--- src/rtl/fifo_ctrl_vc1_pkg.sv ---
// Shared types and defaults for the VC1 queue controller.
// Latency: n/a (declarations only).
// Backpressure: n/a (declarations only).
package fifo_vc1_pkg;

    // Default geometry: 8-entry queue.
    localparam int ADDR_WIDTH_DEF      = 3;
    localparam int DEPTH_DEF           = 2 ** ADDR_WIDTH_DEF;
    localparam int ALMOST_FULL_TH_DEF  = 6;
    localparam int ALMOST_EMPTY_TH_DEF = 2;

    // Controller state. Plain constants keep the encoding stable for
    // older tools and for anything that probes the raw state bits.
    typedef logic [1:0] state_t;

    localparam state_t ST_EMPTY  = 2'd0;
    localparam state_t ST_ACTIVE = 2'd1;
    localparam state_t ST_FULL   = 2'd2;
    localparam state_t ST_ERROR  = 2'd3;

endpackage

--- src/rtl/fifo_ctrl_vc1_if.sv ---
// Request/status bundle between the VC1 queue controller and its users.
// Latency: n/a (wires only).
// Backpressure: full/almost flags tell the writer to stop; empty tells the reader.
interface fifo_ctrl_vc1_if #(
    parameter int ADDR_WIDTH = fifo_vc1_pkg::ADDR_WIDTH_DEF
);
    // Requests from writer / reader
    logic                  push;
    logic                  pop;
    logic                  err_clr;

    // RAM control
    logic                  wr_en;
    logic                  rd_en;
    logic [ADDR_WIDTH-1:0] wr_ptr;
    logic [ADDR_WIDTH-1:0] rd_ptr;

    // Occupancy and status
    logic [ADDR_WIDTH:0]   count;
    logic                  full;
    logic                  empty;
    logic                  almost_full;
    logic                  almost_empty;
    logic                  overflow_err;
    logic                  underflow_err;

    // Requester side
    modport master (
        output push, pop, err_clr,
        input  wr_en, rd_en, wr_ptr, rd_ptr, count,
        input  full, empty, almost_full, almost_empty,
        input  overflow_err, underflow_err
    );

    // Controller side
    modport slave (
        input  push, pop, err_clr,
        output wr_en, rd_en, wr_ptr, rd_ptr, count,
        output full, empty, almost_full, almost_empty,
        output overflow_err, underflow_err
    );

endinterface

--- src/rtl/fifo_ctrl_vc1_ptr.sv ---
// Wrap-bit pointer: counts 0..2*depth-1, MSB toggles each pass over the RAM.
// Latency: one cycle from en_i to the advanced pointer.
// Backpressure: none; advances whenever en_i is high.
module ptr_counter_vc1 #(
    parameter int W = 3
) (
    input  logic       clk,
    input  logic       rst,
    input  logic       en_i,
    output logic [W:0] ptr_o
);

    logic [W:0] ptr_q;
    logic [W:0] ptr_d;

    // Next pointer: natural overflow of the W+1 bit value toggles the wrap bit.
    always_comb begin
        ptr_d = ptr_q;
        if (en_i) begin
            ptr_d = ptr_q + {{W{1'b0}}, 1'b1};
        end
    end

    // Pointer register, cleared asynchronously.
    always_ff @(posedge clk or posedge rst) begin
        if (rst) begin
            ptr_q <= '0;
        end else begin
            ptr_q <= ptr_d;
        end
    end

    assign ptr_o = ptr_q;

endmodule

--- src/rtl/fifo_ctrl_vc1.sv ---
// VC1 queue control: pointers, occupancy, flags and sticky over/underflow for an external RAM.
// Latency: wr_en/rd_en are combinational; pointers/count/flags/errors update on the accepting edge.
// Backpressure: push is refused when full unless a pop drains in the same cycle; pop is refused when empty.
module fifo_ctrl_vc1
    import fifo_vc1_pkg::*;
#(
    parameter int ADDR_WIDTH      = ADDR_WIDTH_DEF,
    parameter int ALMOST_FULL_TH  = ALMOST_FULL_TH_DEF,
    parameter int ALMOST_EMPTY_TH = ALMOST_EMPTY_TH_DEF
) (
    input  logic          clk,
    input  logic          reset,
    fifo_ctrl_vc1_if.slave bus
);

    localparam int AW = ADDR_WIDTH;

    localparam logic [AW:0] DEPTH_C = (AW + 1)'(2 ** AW);
    localparam logic [AW:0] AF_TH   = (AW + 1)'(ALMOST_FULL_TH);
    localparam logic [AW:0] AE_TH   = (AW + 1)'(ALMOST_EMPTY_TH);

    logic [AW:0] wr_ptr_full;
    logic [AW:0] rd_ptr_full;
    logic [AW:0] count_w;
    logic [AW:0] cnt_nxt;

    logic        full_w;
    logic        empty_w;
    logic        full_eff;
    logic        wr_acc;
    logic        rd_acc;
    logic        ovf_new;
    logic        unf_new;
    logic        err_new;

    logic        ovf_q;
    logic        ovf_d;
    logic        unf_q;
    logic        unf_d;

    state_t      state_q;
    state_t      state_d;
    state_t      state_cnt;

    // Write and read pointers, each with a wrap bit above the RAM address.
    ptr_counter_vc1 #(.W(AW)) u_wr_ptr (
        .clk   (clk),
        .rst   (reset),
        .en_i  (wr_acc),
        .ptr_o (wr_ptr_full)
    );

    ptr_counter_vc1 #(.W(AW)) u_rd_ptr (
        .clk   (clk),
        .rst   (reset),
        .en_i  (rd_acc),
        .ptr_o (rd_ptr_full)
    );

    // Same slot with opposite wrap bits means the writer has lapped the reader.
    assign full_w  = (wr_ptr_full[AW-1:0] == rd_ptr_full[AW-1:0]) &&
                     (wr_ptr_full[AW] != rd_ptr_full[AW]);
    assign empty_w = (wr_ptr_full == rd_ptr_full);
    assign count_w = wr_ptr_full - rd_ptr_full;

    // A full queue still takes a push if a pop frees a slot on the same edge.
    // There is no empty bypass: a pop against an empty queue is always refused.
    assign full_eff = full_w & ~(bus.pop & ~empty_w);
    assign wr_acc   = bus.push & ~full_eff;
    assign rd_acc   = bus.pop & ~empty_w;
    assign ovf_new  = bus.push & ~wr_acc;
    assign unf_new  = bus.pop & ~rd_acc;
    assign err_new  = ovf_new | unf_new;

    // Occupancy after this edge and the non-error state that matches it.
    always_comb begin
        cnt_nxt = count_w;
        if (wr_acc && !rd_acc) begin
            cnt_nxt = count_w + {{AW{1'b0}}, 1'b1};
        end else if (rd_acc && !wr_acc) begin
            cnt_nxt = count_w - {{AW{1'b0}}, 1'b1};
        end

        state_cnt = ST_ACTIVE;
        if (cnt_nxt == '0) begin
            state_cnt = ST_EMPTY;
        end else if (cnt_nxt == DEPTH_C) begin
            state_cnt = ST_FULL;
        end
    end

    // Sticky errors: a fresh error always wins over a clear in the same cycle.
    always_comb begin
        ovf_d = ovf_q;
        unf_d = unf_q;
        if (err_new) begin
            ovf_d = ovf_q | ovf_new;
            unf_d = unf_q | unf_new;
        end else if (bus.err_clr) begin
            ovf_d = 1'b0;
            unf_d = 1'b0;
        end
    end

    // State transitions; any refused request forces ERROR.
    always_comb begin
        state_d = state_q;
        case (state_q)
            ST_EMPTY: begin
                if (wr_acc) begin
                    state_d = ST_ACTIVE;
                end
            end
            ST_ACTIVE: begin
                if (cnt_nxt == DEPTH_C) begin
                    state_d = ST_FULL;
                end else if (cnt_nxt == '0) begin
                    state_d = ST_EMPTY;
                end
            end
            ST_FULL: begin
                if (rd_acc && !wr_acc) begin
                    state_d = ST_ACTIVE;
                end
            end
            ST_ERROR: begin
                if (bus.err_clr) begin
                    state_d = state_cnt;
                end
            end
            default: begin
                state_d = ST_ERROR;
            end
        endcase
        if (err_new) begin
            state_d = ST_ERROR;
        end
    end

    // State and error registers, cleared asynchronously.
    always_ff @(posedge clk or posedge reset) begin
        if (reset) begin
            state_q <= ST_EMPTY;
            ovf_q   <= 1'b0;
            unf_q   <= 1'b0;
        end else begin
            state_q <= state_d;
            ovf_q   <= ovf_d;
            unf_q   <= unf_d;
        end
    end

    // Enables are masked by reset so the RAM sees no write while it is held.
    assign bus.wr_en         = wr_acc & ~reset;
    assign bus.rd_en         = rd_acc & ~reset;
    assign bus.wr_ptr        = wr_ptr_full[AW-1:0];
    assign bus.rd_ptr        = rd_ptr_full[AW-1:0];
    assign bus.count         = count_w;
    assign bus.full          = full_w;
    assign bus.empty         = empty_w;
    assign bus.almost_full   = (count_w >= AF_TH);
    assign bus.almost_empty  = (count_w <= AE_TH);
    assign bus.overflow_err  = ovf_q;
    assign bus.underflow_err = unf_q;

endmodule

--- src/flat_wrapper.sv ---
// flat-port wrapper written by rule: the top's interface ports become plain ports
module fifo_ctrl_vc1_flat import fifo_vc1_pkg::*;
#(
    parameter int ADDR_WIDTH      = ADDR_WIDTH_DEF,
    parameter int ALMOST_FULL_TH  = ALMOST_FULL_TH_DEF,
    parameter int ALMOST_EMPTY_TH = ALMOST_EMPTY_TH_DEF
)
  (clk, reset, bus_push, bus_pop, bus_err_clr, bus_wr_en, bus_rd_en, bus_wr_ptr, bus_rd_ptr, bus_count, bus_full, bus_empty, bus_almost_full, bus_almost_empty, bus_overflow_err, bus_underflow_err);
  fifo_ctrl_vc1_if #(.ADDR_WIDTH(ADDR_WIDTH)) bus_i ();
  input  logic clk;
  input  logic reset;
  input wire logic [$bits(bus_i.push)-1:0] bus_push;
  input wire logic [$bits(bus_i.pop)-1:0] bus_pop;
  input wire logic [$bits(bus_i.err_clr)-1:0] bus_err_clr;
  output wire logic [$bits(bus_i.wr_en)-1:0] bus_wr_en;
  output wire logic [$bits(bus_i.rd_en)-1:0] bus_rd_en;
  output wire logic [$bits(bus_i.wr_ptr)-1:0] bus_wr_ptr;
  output wire logic [$bits(bus_i.rd_ptr)-1:0] bus_rd_ptr;
  output wire logic [$bits(bus_i.count)-1:0] bus_count;
  output wire logic [$bits(bus_i.full)-1:0] bus_full;
  output wire logic [$bits(bus_i.empty)-1:0] bus_empty;
  output wire logic [$bits(bus_i.almost_full)-1:0] bus_almost_full;
  output wire logic [$bits(bus_i.almost_empty)-1:0] bus_almost_empty;
  output wire logic [$bits(bus_i.overflow_err)-1:0] bus_overflow_err;
  output wire logic [$bits(bus_i.underflow_err)-1:0] bus_underflow_err;
  assign bus_i.push = bus_push;
  assign bus_i.pop = bus_pop;
  assign bus_i.err_clr = bus_err_clr;
  assign bus_wr_en = bus_i.wr_en;
  assign bus_rd_en = bus_i.rd_en;
  assign bus_wr_ptr = bus_i.wr_ptr;
  assign bus_rd_ptr = bus_i.rd_ptr;
  assign bus_count = bus_i.count;
  assign bus_full = bus_i.full;
  assign bus_empty = bus_i.empty;
  assign bus_almost_full = bus_i.almost_full;
  assign bus_almost_empty = bus_i.almost_empty;
  assign bus_overflow_err = bus_i.overflow_err;
  assign bus_underflow_err = bus_i.underflow_err;
  fifo_ctrl_vc1 #(.ADDR_WIDTH(ADDR_WIDTH), .ALMOST_FULL_TH(ALMOST_FULL_TH), .ALMOST_EMPTY_TH(ALMOST_EMPTY_TH)) u_core (.clk(clk), .reset(reset), .bus(bus_i));
endmodule
--- config.mk ---
export PLATFORM = sky130hd
export DESIGN_NAME = fifo_ctrl_vc1_flat
export DESIGN_NICKNAME = d
export VERILOG_FILES = /design/src/rtl/fifo_ctrl_vc1_pkg.sv /design/src/rtl/fifo_ctrl_vc1_if.sv /design/src/rtl/fifo_ctrl_vc1_ptr.sv /design/src/rtl/fifo_ctrl_vc1.sv /design/src/flat_wrapper.sv
export SDC_FILE = /design/constraint.sdc
export NUM_CORES = 1
export LEC_CHECK = 0
export BUFFER_PORTS_ARGS = -buffer_cell sky130_fd_sc_hd__buf_4
export CELL_PAD_IN_SITES_DETAIL_PLACEMENT = 0
export CELL_PAD_IN_SITES_GLOBAL_PLACEMENT = 1
export CORE_MARGIN = 2
export CORE_UTILIZATION = 30
export DETAILED_ROUTE_END_ITERATION = 8
export GPL_ROUTABILITY_DRIVEN = 0
export HOLD_SLACK_MARGIN = 0.1
export PLACE_DENSITY_LB_ADDON = 0.1
export SYNTH_ARGS = -nofsm -noshare
export SYNTH_HDL_FRONTEND = slang
export SYNTH_SLANG_ARGS = --single-unit
--- constraint.sdc ---
create_clock -name clk -period 2.5 [get_ports clk]
set_input_delay 0.125 -clock clk [delete_from_list [all_inputs] [get_ports clk]]
set_output_delay 0.125 -clock clk [all_outputs]
set_load 0.03 [all_outputs]
---- Yosys cells after proc, flatten, opt, wreduce, memory -nomap -nowiden ----
Index checks and enable logic that the tools add are counted.
word-level totals
  input bits .............................. 5
  register bits after elaboration ......... 10
  output and inout bits ................... 18
  word-level logic and storage cells ...... 32
operators by class
  order comparisons ....................... 2
  bitwise operators ....................... 15
  equality and inequality tests ........... 3
  add/subtract/negate cells ............... 3
  reduce and logical (&&, ||, !) cells .... 2
  muxes and demuxes ....................... 3
operators by type and width
  kind                                                               count
  adder 4 x 1 -> 4 bit, second input constant                        2
  AND 1 bit                                                          7
  inverter 1 bit                                                     5
  == test 4 bit                                                      1
  greater-or-equal comparator 4 x 3 -> 1 bit, second input constant  1
  less-or-equal comparator 4 x 2 -> 1 bit, second input constant     1
  subtractor 4 bit                                                   1
  == test 3 bit                                                      1
  two-way mux 1 bit                                                  3
  OR 1 bit                                                           3
  nonzero test 2 bit                                                 1
  logical AND 1 bit                                                  1
  inequality test 1 bit                                              1

---- Depth between registers and ports, before layout ----
Gate-level depths: netlist of run 1.
  depth in word-level cells ............... 11
  mapped depth ............................ 6
  depth with buffers taken out ............ 6

---- By module ----
A second synthesis of run 1 with hierarchy kept.
second synthesis, totals
  cells, all modules ...................... 63
  area, all modules ....................... 613.1 µm²
by module, submodules not included
  module           cells each  area each (µm²)  times used  seq. area each (µm²)
  ptr_counter_vc1  12          163.9            2           100.1
  fifo_ctrl_vc1    39          285.3            1           50.0

---- Worst setup path before layout of run 1 ----
Ideal clock, no wire load.
  path type ............................... reg-to-output
  start ................................... register u_core.u_rd_ptr.ptr_q[2], in the netlist u_core.u_rd_ptr.ptr_o[2]
  end ..................................... output port bus_almost_empty
  data required time ...................... 2375 ps
  setup slack ............................. 375 ps
  path buffers ............................ 0
  cell stages (with the launch flop) ...... 7
  data arrival time ....................... 2000 ps
  cells stage by stage .................... dfrtp_1 inv_1 ha_1 nor2b_1 a221oi_2 xnor2_1 a211oi_2
on the way
  word-level cells in the longest chain between the ends .. 2
ends and longest elaborated chain
  item                                     line                     text
  start: declaration                       fifo_ctrl_vc1_ptr.sv:13  logic [W:0] ptr_q;
  start signal: assignment                 fifo_ctrl_vc1_ptr.sv:29  ptr_q <= ptr_d;
  subtractor 4 bit                         fifo_ctrl_vc1.sv:64      assign count_w = wr_ptr_full - rd_ptr_full;
  via bus_count[3]                         flat_wrapper.sv:19       output wire logic [$bits(bus_i.count)-1:0] bus_count;
  less-or-equal comparator 4 x 2 -> 1 bit  fifo_ctrl_vc1.sv:162     assign bus.almost_empty = (count_w <= AE_TH);
  end: declaration                         flat_wrapper.sv:23       output wire logic [$bits(bus_i.almost_empty)-1:0] bus_almost_empty;
The timed path passes the listed nets, and every way through them passes these cells.

---- Worst setup path in the final report of run 1 ----
  start ................................... register u_core.u_rd_ptr.ptr_q[2], in the netlist u_core.u_rd_ptr.ptr_o[2]
  end ..................................... output port bus_almost_empty
on the way
  word-level cells in the longest chain between the ends .. 2
ends and longest elaborated chain
  item                                     line
  subtractor 4 bit                         fifo_ctrl_vc1.sv:64
  less-or-equal comparator 4 x 2 -> 1 bit  fifo_ctrl_vc1.sv:162
Every way passes these cells.

==> results.txt, run 1 <==
Final Hold Viols: 0
Cell variety after synth: 25
Synthesized instance count: 67
# fillers: 238
Initial antenna violation count: 0
Max Transition Viols Final: 0
Top post-synthesis cells by area: dfrtp_1, ha_1, buf_4
Clock tree sinks: 10
Worst path buffer plus inverter count: 2
Final min period: 2.19 ns
Cell area after synthesis: 682 um^2
Area of the multi-input gates: 349 um^2
Area grow syn2layout: 29.5%
Post-Route Setup TNS: 0 ns
Period utilisation layout: 0.878
Met2 Track Usage GR: 0.156
Top post-synthesis cells by count: dfrtp_1, inv_1, buf_4
Root Driver: clkbuf_4
#FFs+latches synth: 10
Worst setup SP type: register
Clock transition at path regs: 0.07 ns
WP data required: 2.38 ns
PortBufs: 22
Drt drc: 0
Vias per cell: 4.41
Ys async rst share: 1.00
Crit path max-delay family: compound AO/OA/AOI/OAI gates
Warnings from Yosys: 0
Largest net degree at the start of global routing: 11
Hold-critical path depth: 2
Status: completed
Slew headroom: 0.707
Htree depth: 1
Worst r2r path cells: 5
Post-synthesis sequential area ratio: 0.367
Seq. cell area: 250 um^2
Vias: 512
Stages on the worst setup path: 7
CTS tree: done
Share of layout cells above drive strength 1: 0.364
First-pass GRT wire length: 2.22 mm
RSZ-0062 raised after global routing: false
Met1 usage: 0.167
Postcts setup bufs: 0
All-Layer GR Usage: 0.117
Nets: 100
Arr. time, crit path: 2.07 ns
Hpwl dp: 1.09 mm
GRT met3 Usage: 0.0345
Ys flop type: dfrtp_1
Drt wl/cell: 11.5 um
Worst-Margin Slew: 0.439 ns
Die Ht: 51.7 um
Hold WC Path Type: primary input to register
Yosys top cell by area: dfrtp_1
Antenna Cells: 0
Num rows: 17
1st-pass router iterations: 4
Setup Crit Path Kind: register to primary output
CP max stage cell: dfrtp_1
Setup Skew: 0.00152 ns
Synthesized Nets: 78
Max incr delay on CP: 0.41 ns
Gr ovfl total: 0
Die X: 51.7 um
Fmax: 456 MHz
Maximum buffer depth of the clock tree: 2
DRT antenna net count: 0
GRT busiest layer: met1
CP cell instances: inv_1 > ha_1 > nor2b_1 > a221oi_2 > xnor2_1 > a211oi_2 > buf_4
Max cap viols: 0
Top-area cell type share of the netlist area: 0.367
Mapped Avg Cell Area: 10.2 um^2
Resized Gates After CTS: 0
Worst skew pair latency: 0.27 ns
WL final: 1.34 mm
Initial DRC count: 2
Final Setup Violations: 0
Core area: 2170 um^2
IO Pins: 23
CP endpoint kind: primary output
EDFF count, synth: 0
Number of global-route vias before repair: 485
Total Die Area: 2670 um^2
Initial core utilization: 0.314
CTS Buf Count: 3
Largest fanout on the critical path: 5
==> routing by layer <==
metal,vias up,routed length (um)
met4,0,19
met3,4,96
li1,257,-
met1,232,666
met5,-,0
met2,19,553
==> registers in the layout, summed over array words and instances, names as in the netlist <==
signal	count
u_core.u_rd_ptr.ptr_o	4
u_core.bus.overflow_err	1
u_core.u_wr_ptr.ptr_o	4
u_core.bus.underflow_err	1
==> final cells by class <==
cell class / count / share of cell area
inverter: 10 / 0.0425
clock buffer: 4 / 0.0411
timing repair buffer: 23 / 0.198
sequential: 10 / 0.283
tap: 28 / 0.0397
multi-input combinational: 41 / 0.395
==> per-stage QoR <==
stage	instances	hold slack, ns	instance area (um^2)	setup slack [ns]	utilization
global route	116	0.123	883	0.170	0.407
floorplan	67	-0.0348	682	0.375	-
finish	116	0.120	883	0.305	0.407
detailed placement	111	0.174	837	0.593	0.386
CTS	116	0.111	883	0.288	0.407
global placement	111	0.182	837	0.578	0.386
==> cell families after synthesis <==
family / Yosys count / share of synthesized area
AOI/OAI and AO/OA: 8 / 0.123
xor gates and xnor gates: 9 / 0.127
adders and majority gates: 6 / 0.121
buffers and inverters: 16 / 0.121
DFF: 10 / 0.367
muxes: 2 / 0.0330
and+or+nand+nor: 16 / 0.108
==> final timing paths <==
path / from / end / slack, ns
worst max-delay path: u_core.u_rd_ptr.ptr_o[2] / bus_almost_empty / 0.31
worst min-delay path: bus_push / u_core.bus.overflow_err / 0.12
worst max register to register: u_core.u_rd_ptr.ptr_o[1] / u_core.u_wr_ptr.ptr_o[1] / 0.66
worst min register to register: u_core.bus.overflow_err / u_core.bus.overflow_err / 0.52
max in group asynchronous: reset / u_core.bus.overflow_err / 1.76
min in group asynchronous: reset / u_core.u_wr_ptr.ptr_o[1] / 0.44
==> cell usage in the layout, fill, tap and decap left out, drive strengths merged, types with 2 or more instances in the layout <==
cell type and instances:
nand3 4, dfrtp 10, buf 22, mux2 2, xnor2 6, nor2 5, xor2 3, inv 10
clkbuf 4, nand2 3, ha 5
==> repair_timing <==
item	in CTS	in global routing
setup endpoints to repair	0	0
endpoints found under the hold margin	10	0
hold buffers	1	0
Power of run 1 is left out: the tool's default activity adds up to more than one toggle a clock period on the data nets, which glitch-free logic cannot reach.
==> inputs of run 2 (changes only) <==
- PLACE_DENSITY: default -> 0.75
- PLACE_DENSITY_LB_ADDON: 0.1 -> default
- clock period: 2.5 -> 2.2 ns (I/O delays scaled with it)
==> run 2 against run 1 <==
Effect of this change:
- sequential cell count unchanged
- global-route usage decreased by 0.22 points
- utilization increased by 0.98 points
- design area increased by 2.4%
- largest cell class unchanged
- count of clock-buffer cells in the layout decreased by 1
==> results.txt, run 2 (synthesis results as in run 1) <==
Status: completed
Core area: 2170 um^2 (unchanged)
Root Driver: clkbuf_4
Worst setup SP type: register
Vias: 534 (+4.3%)
Die Ht: 51.7 um (unchanged)
Maximum buffer depth of the clock tree: 2 (unchanged)
Hpwl dp: 1.14 mm (+4.9%)
Initial antenna violation count: 0 (unchanged)
Worst r2r dst: u_core.u_wr_ptr.ptr_o[1]
Min-delay src: bus_push
Worst skew pair latency: 0.26 ns (about the same)
Worst Hold End: u_core.bus.overflow_err
Period utilisation layout: 0.925
R2r setup slk: 0.38 ns (-0.28 ns)
Fin area: 905 um^2 (+2.4%)
Clock transition at path regs: 0.07 ns (about the same)
Antenna Cells: 0 (unchanged)
IO Pins: 23 (unchanged)
Nets: 102 (+2.0%)
Worst-Margin Slew: 0.438 ns (-0.00128 ns)
DRT antenna net count: 0 (unchanged)
Arr. time, crit path: 1.92 ns (-0.15 ns)
Most frequent cells in the layout: buf_4, inv_1, dfrtp_1
Max Transition Viols Final: 0 (unchanged)
Total Die Area: 2670 um^2 (unchanged)
RSZ-0062 raised after global routing: false
Hold WC Path Type: primary input to register
Final min period: 2.03 ns
Final Setup Violations: 0 (unchanged)
Initial DRC count: 3 (+1)
Slew headroom: 0.707 (about the same)
Worst reg2reg path startpoint: u_core.u_wr_ptr.ptr_o[0]
Fmax: 492 MHz
Crit. Startpoint: u_core.u_rd_ptr.ptr_o[0]
Final Hold Viols: 0 (unchanged)
Largest fanout on the critical path: 5 (unchanged)
Share of layout cells above drive strength 1: 0.393 (+0.0296)
1st-pass router iterations: 3 (-1)
Gr ovfl total: 0 (unchanged)
Largest net degree at the start of global routing: 11 (unchanged)
WL final: 1.39 mm (+3.7%)
Htree depth: 1 (unchanged)
PortBufs: 22 (unchanged)
Hold-critical path depth: 2 (unchanged)
Die X: 51.7 um (unchanged)
Vias per cell: 4.56 (+3.4%)
CTS tree: done
Setup Crit Path Kind: register to primary output
All-Layer GR Usage: 0.115 (-0.00215)
Initial core utilization: 0.314 (unchanged)
WP data required: 2.09 ns (-0.29 ns)
Drt drc: 0 (unchanged)
Max cap viols: 0 (unchanged)
Num rows: 17 (unchanged)
Worst r2r path cells: 5 (unchanged)
Drt wl/cell: 11.8 um (+2.9%)
CTS Buf Count: 3 (unchanged)
First-pass GRT wire length: 2.26 mm (+1.9%)
Commonest non-fill, non-tap cell in the layout: buf_4
Clock tree sinks: 10 (unchanged)
Number of global-route vias before repair: 511 (+5.4%)
Area grow syn2layout: 32.7%
Setup Skew: 0.00817 ns (+0.00665 ns)
Post-Route Setup TNS: 0 ns (unchanged)
CP endpoint kind: primary output
Post-DP Area: 845 um^2 (+0.90%)
run 2: changes by cell type in the layout (fill, tap and decap cells not counted):
| cell | before | now |
|---|---|---|
| ha_1 | 5 | 4 |
| clkbuf_8 | 1 | 0 |
| xnor2_2 | 1 | 2 |
| buf_4 | 22 | 24 |
| xnor2_1 | 5 | 4 |
| ha_4 | 0 | 1 |
run 2: what timing repair did:
item | CTS | global route
hold endpoints to repair | 10 | 0
endpoints found under the setup margin | 1 | 2
buffers inserted | 1 | 0
hold buffers | 1 | 0
resized for setup | 0 | 2
run 2: cell type report:
type                       count  area [um^2]
fill                         228         1260
multi-input combinational     41          369
sequential                    10          250
timing repair buffer          25          190
inverter                      10         37.5
tap                           28         35.0
clock buffer                   3         22.5
run 2: metrics by stage:
| stage | std cells | hold slack, ns | utilization | setup WS [ns] |
|---|---|---|---|---|
| 6_report | 117 | 0.119 | 0.417 | 0.166 |
| 5_1_grt | 117 | 0.114 | 0.417 | 0.0441 |
| 4_1_cts | 117 | 0.113 | 0.408 | 0.0654 |
| 3_5_place_dp | 112 | 0.138 | 0.389 | 0.298 |
| 3_3_place_gp | 112 | 0.139 | 0.389 | 0.362 |
| 2_1_floorplan | 67 | -0.0498 | - | 0.0903 |
run 2: worst max path at each step:
stage,endpoint,depth (start not counted)
CTS,bus_almost_empty,6
global placement,bus_almost_empty,7
floorplan,bus_almost_empty,6
finish,bus_almost_full,5
global route,bus_almost_empty,7
detailed placement,bus_almost_empty,7
run 2: critical path, stage by stage (launching register included):
cell	delay (ns)
dfrtp_1	0.45
ha_1	0.26
fa_1	0.41
xnor2_2	0.17
a21o_2	0.21
buf_4	0.16
run 2: metal layers:
| metal | track usage | wire length (um) | vias up |
|---|---|---|---|
| li1 | - | - | 265 |
| met1 | 0.161 | 624 | 249 |
| met2 | 0.173 | 650 | 18 |
| met3 | 0.0287 | 103 | 2 |
| met4 | 0.0395 | 7 | 0 |
| met5 | 0 | 0 | - |
Power of run 2 is left out for the same reason.
==> inputs of run 3 (changes only) <==
- PLACE_DENSITY: 0.75 -> 0.77
- SYNTH_HIERARCHICAL: default -> 1
==> run 3 against run 2 <==
Effect of this change:
- count of clock-buffer cells in the layout is the same
- sequential cell count is the same
- worst setup slack lost 0.018 ns
==> results.txt, run 3 <==
Area grow syn2layout: 43.3%
Nets: 104 (+2.0%)
Yosys top cell by area: dfrtp_1
Number of global-route vias before repair: 507 (-0.78%)
Fin Hold WS: 0.137 ns (+0.0181 ns)
Vias per cell: 4.58 (+0.27%)
Clock transition at path regs: 0.06 ns (about the same)
Slew headroom: 0.770 (+0.0638)
Die X: 49.2 um (-4.8%)
CTS Buf Count: 3 (unchanged)
Status: completed
EDFF count, synth: 0 (unchanged)
Setup Skew: 0.00840 ns (+0.000229 ns)
Htree depth: 1 (unchanged)
Max Transition Viols Final: 0 (unchanged)
Post-Route Setup TNS: 0 ns (unchanged)
CP cell instances: ha_1 > fa_1 > xnor2_2 > a21oi_1 > o21a_1 > buf_4
Commonest non-fill, non-tap cell in the layout: buf_4
Final worst slack: 0.148 ns (-0.0178 ns)
Hpwl dp: 1.11 mm (-2.7%)
Top post-synthesis cells by area: dfrtp_1, ha_1, xnor2_1
1st-pass router iterations: 2 (-1)
Root Driver: clkbuf_4
CP max stage cell: dfrtp_1
Warnings from Yosys: 6 (+6)
Arr. time, crit path: 1.94 ns (+0.02 ns)
Fmax: 487 MHz (-0.87%)
Drt drc: 0 (unchanged)
All-Layer GR Usage: 0.126 (+0.0107)
Cell variety after synth: 20 (-20%)
WL final: 1.37 mm (-0.94%)
Worst-Margin Slew: 0.343 ns (-0.0948 ns)
CP endpoint kind: primary output
Total Die Area: 2420 um^2 (-9.3%)
Top-area cell type share of the netlist area: 0.408 (+0.0412)
Ys async rst share: 1.00 (unchanged)
Largest fanout on the critical path: 5 (unchanged)
#FFs+latches synth: 10 (unchanged)
Worst setup SP type: register
Largest net degree at the start of global routing: 7 (-4)
Setup Crit Path Kind: register to primary output
Postcts setup bufs: 0 (-1)
RSZ-0062 raised after global routing: false
Core area: 1940 um^2 (-10%)
Max cap viols: 0 (unchanged)
Vias: 540 (+1.1%)
PortBufs: 22 (unchanged)
Top post-synthesis cells by count: inv_1, dfrtp_1, xnor2_1
Initial antenna violation count: 0 (unchanged)
DRT antenna net count: 0 (unchanged)
Worst skew pair latency: 0.26 ns (about the same)
Final Hold Viols: 0 (unchanged)
Gr ovfl total: 0 (unchanged)
Post-synthesis sequential area ratio: 0.408 (+0.0412)
Initial DRC count: 2 (-1)
IO Pins: 23 (unchanged)
Maximum buffer depth of the clock tree: 2 (unchanged)
First-pass GRT wire length: 2.24 mm (-0.93%)
Mapped Avg Cell Area: 9.73 um^2 (-4.4%)
Final Setup Violations: 0 (unchanged)
Die Ht: 49.2 um (-4.8%)
Most frequent cells in the layout: buf_4, inv_1, dfrtp_1
Drt wl/cell: 11.6 um (-1.8%)
Hold WC Path Type: primary input to register
CTS tree: done
Num rows: 16 (-1)
Max incr delay on CP: 0.44 ns (about the same)
Post-Place Setup Slack: 0.261 ns (-0.0369 ns)
Period utilisation layout: 0.933 (+0.00811)
Clock tree sinks: 10 (unchanged)
Initial core utilization: 0.316 (+0.00142)
Post-layout util: 0.452 (+0.0354)
Antenna Cells: 0 (unchanged)
Ys flop type: dfrtp_1
Most numerous cell in the Yosys netlist: inv_1
Cell area after synthesis: 613 um^2 (-10%)
WP data required: 2.09 ns (about the same)
Synthesized Nets: 74 (-5.1%)
Final min period: 2.05 ns (+0.0178 ns)
Synthesized instance count: 63 (-6.0%)
Share of layout cells above drive strength 1: 0.352 (-0.0416)
==> run 3: final cells by class <==
cell class | count | area, um^2
clock buffers | 3 | 22.5
repair buffers | 25 | 193
fillers | 199 | 1060
multi-input cells | 42 | 337
flip-flops and latches | 10 | 251
inverters | 11 | 41.3
well taps | 27 | 33.8
==> run 3: worst paths after layout <==
path                                     startpoint  slack, ns  cells after the start                  endpoint
max                        u_core/u_rd_ptr/ptr_o[0]       0.15                      6          bus_almost_empty
min                                         bus_pop       0.14                      2  u_core/bus.underflow_err
max reg2reg                u_core/u_rd_ptr/ptr_o[2]       0.29                      6  u_core/u_wr_ptr/ptr_o[1]
min reg2reg                 u_core/bus.overflow_err       0.51                      1   u_core/bus.overflow_err
max in group asynchronous                     reset       1.70                      3  u_core/u_wr_ptr/ptr_o[0]
min in group asynchronous                     reset       0.30                      3  u_core/bus.underflow_err
==> run 3: worst max-delay path: cells and delay by family (launching register included) <==
| kind | cells | cell delay [ns] |
|---|---|---|
| compound gates | 2 | 0.27 |
| buf+inv | 1 | 0.15 |
| xor+xnor | 1 | 0.17 |
| flops | 1 | 0.44 |
| fa+ha+maj | 2 | 0.65 |
==> run 3: layer usage <==
layer / global-route usage / wire [um]
met1: 0.153 / 607
met2: 0.189 / 629
met3: 0.0399 / 102
met4: 0.0857 / 34
met5: 0 / 0
==> run 3: metrics by stage <==
step                instances  cell area, um^2
global placement          113              830
detailed placement        113              830
floorplan                  63              623
finish                    118              878
CTS                       118              872
global route              118              878
==> run 3: logic make-up after synthesis <==
kind of cell / share of synthesized area
AND/OR/NAND/NOR: 0.124
flip-flops: 0.408
adder cells (fa/ha/maj): 0.135
buffers and inverters: 0.0673
AO/OA/AOI/OAI: 0.100
multiplexers: 0.0367
XOR/XNOR: 0.129
==> run 3: timing repair <==
item                                   4_1_cts  5_1_grt
hold buffers                                 2        0
setup endpoints to repair                    0        2
endpoints found under the hold margin       11        0
gates resized for setup                      0        2
Power of run 3 is left out for the same reason.
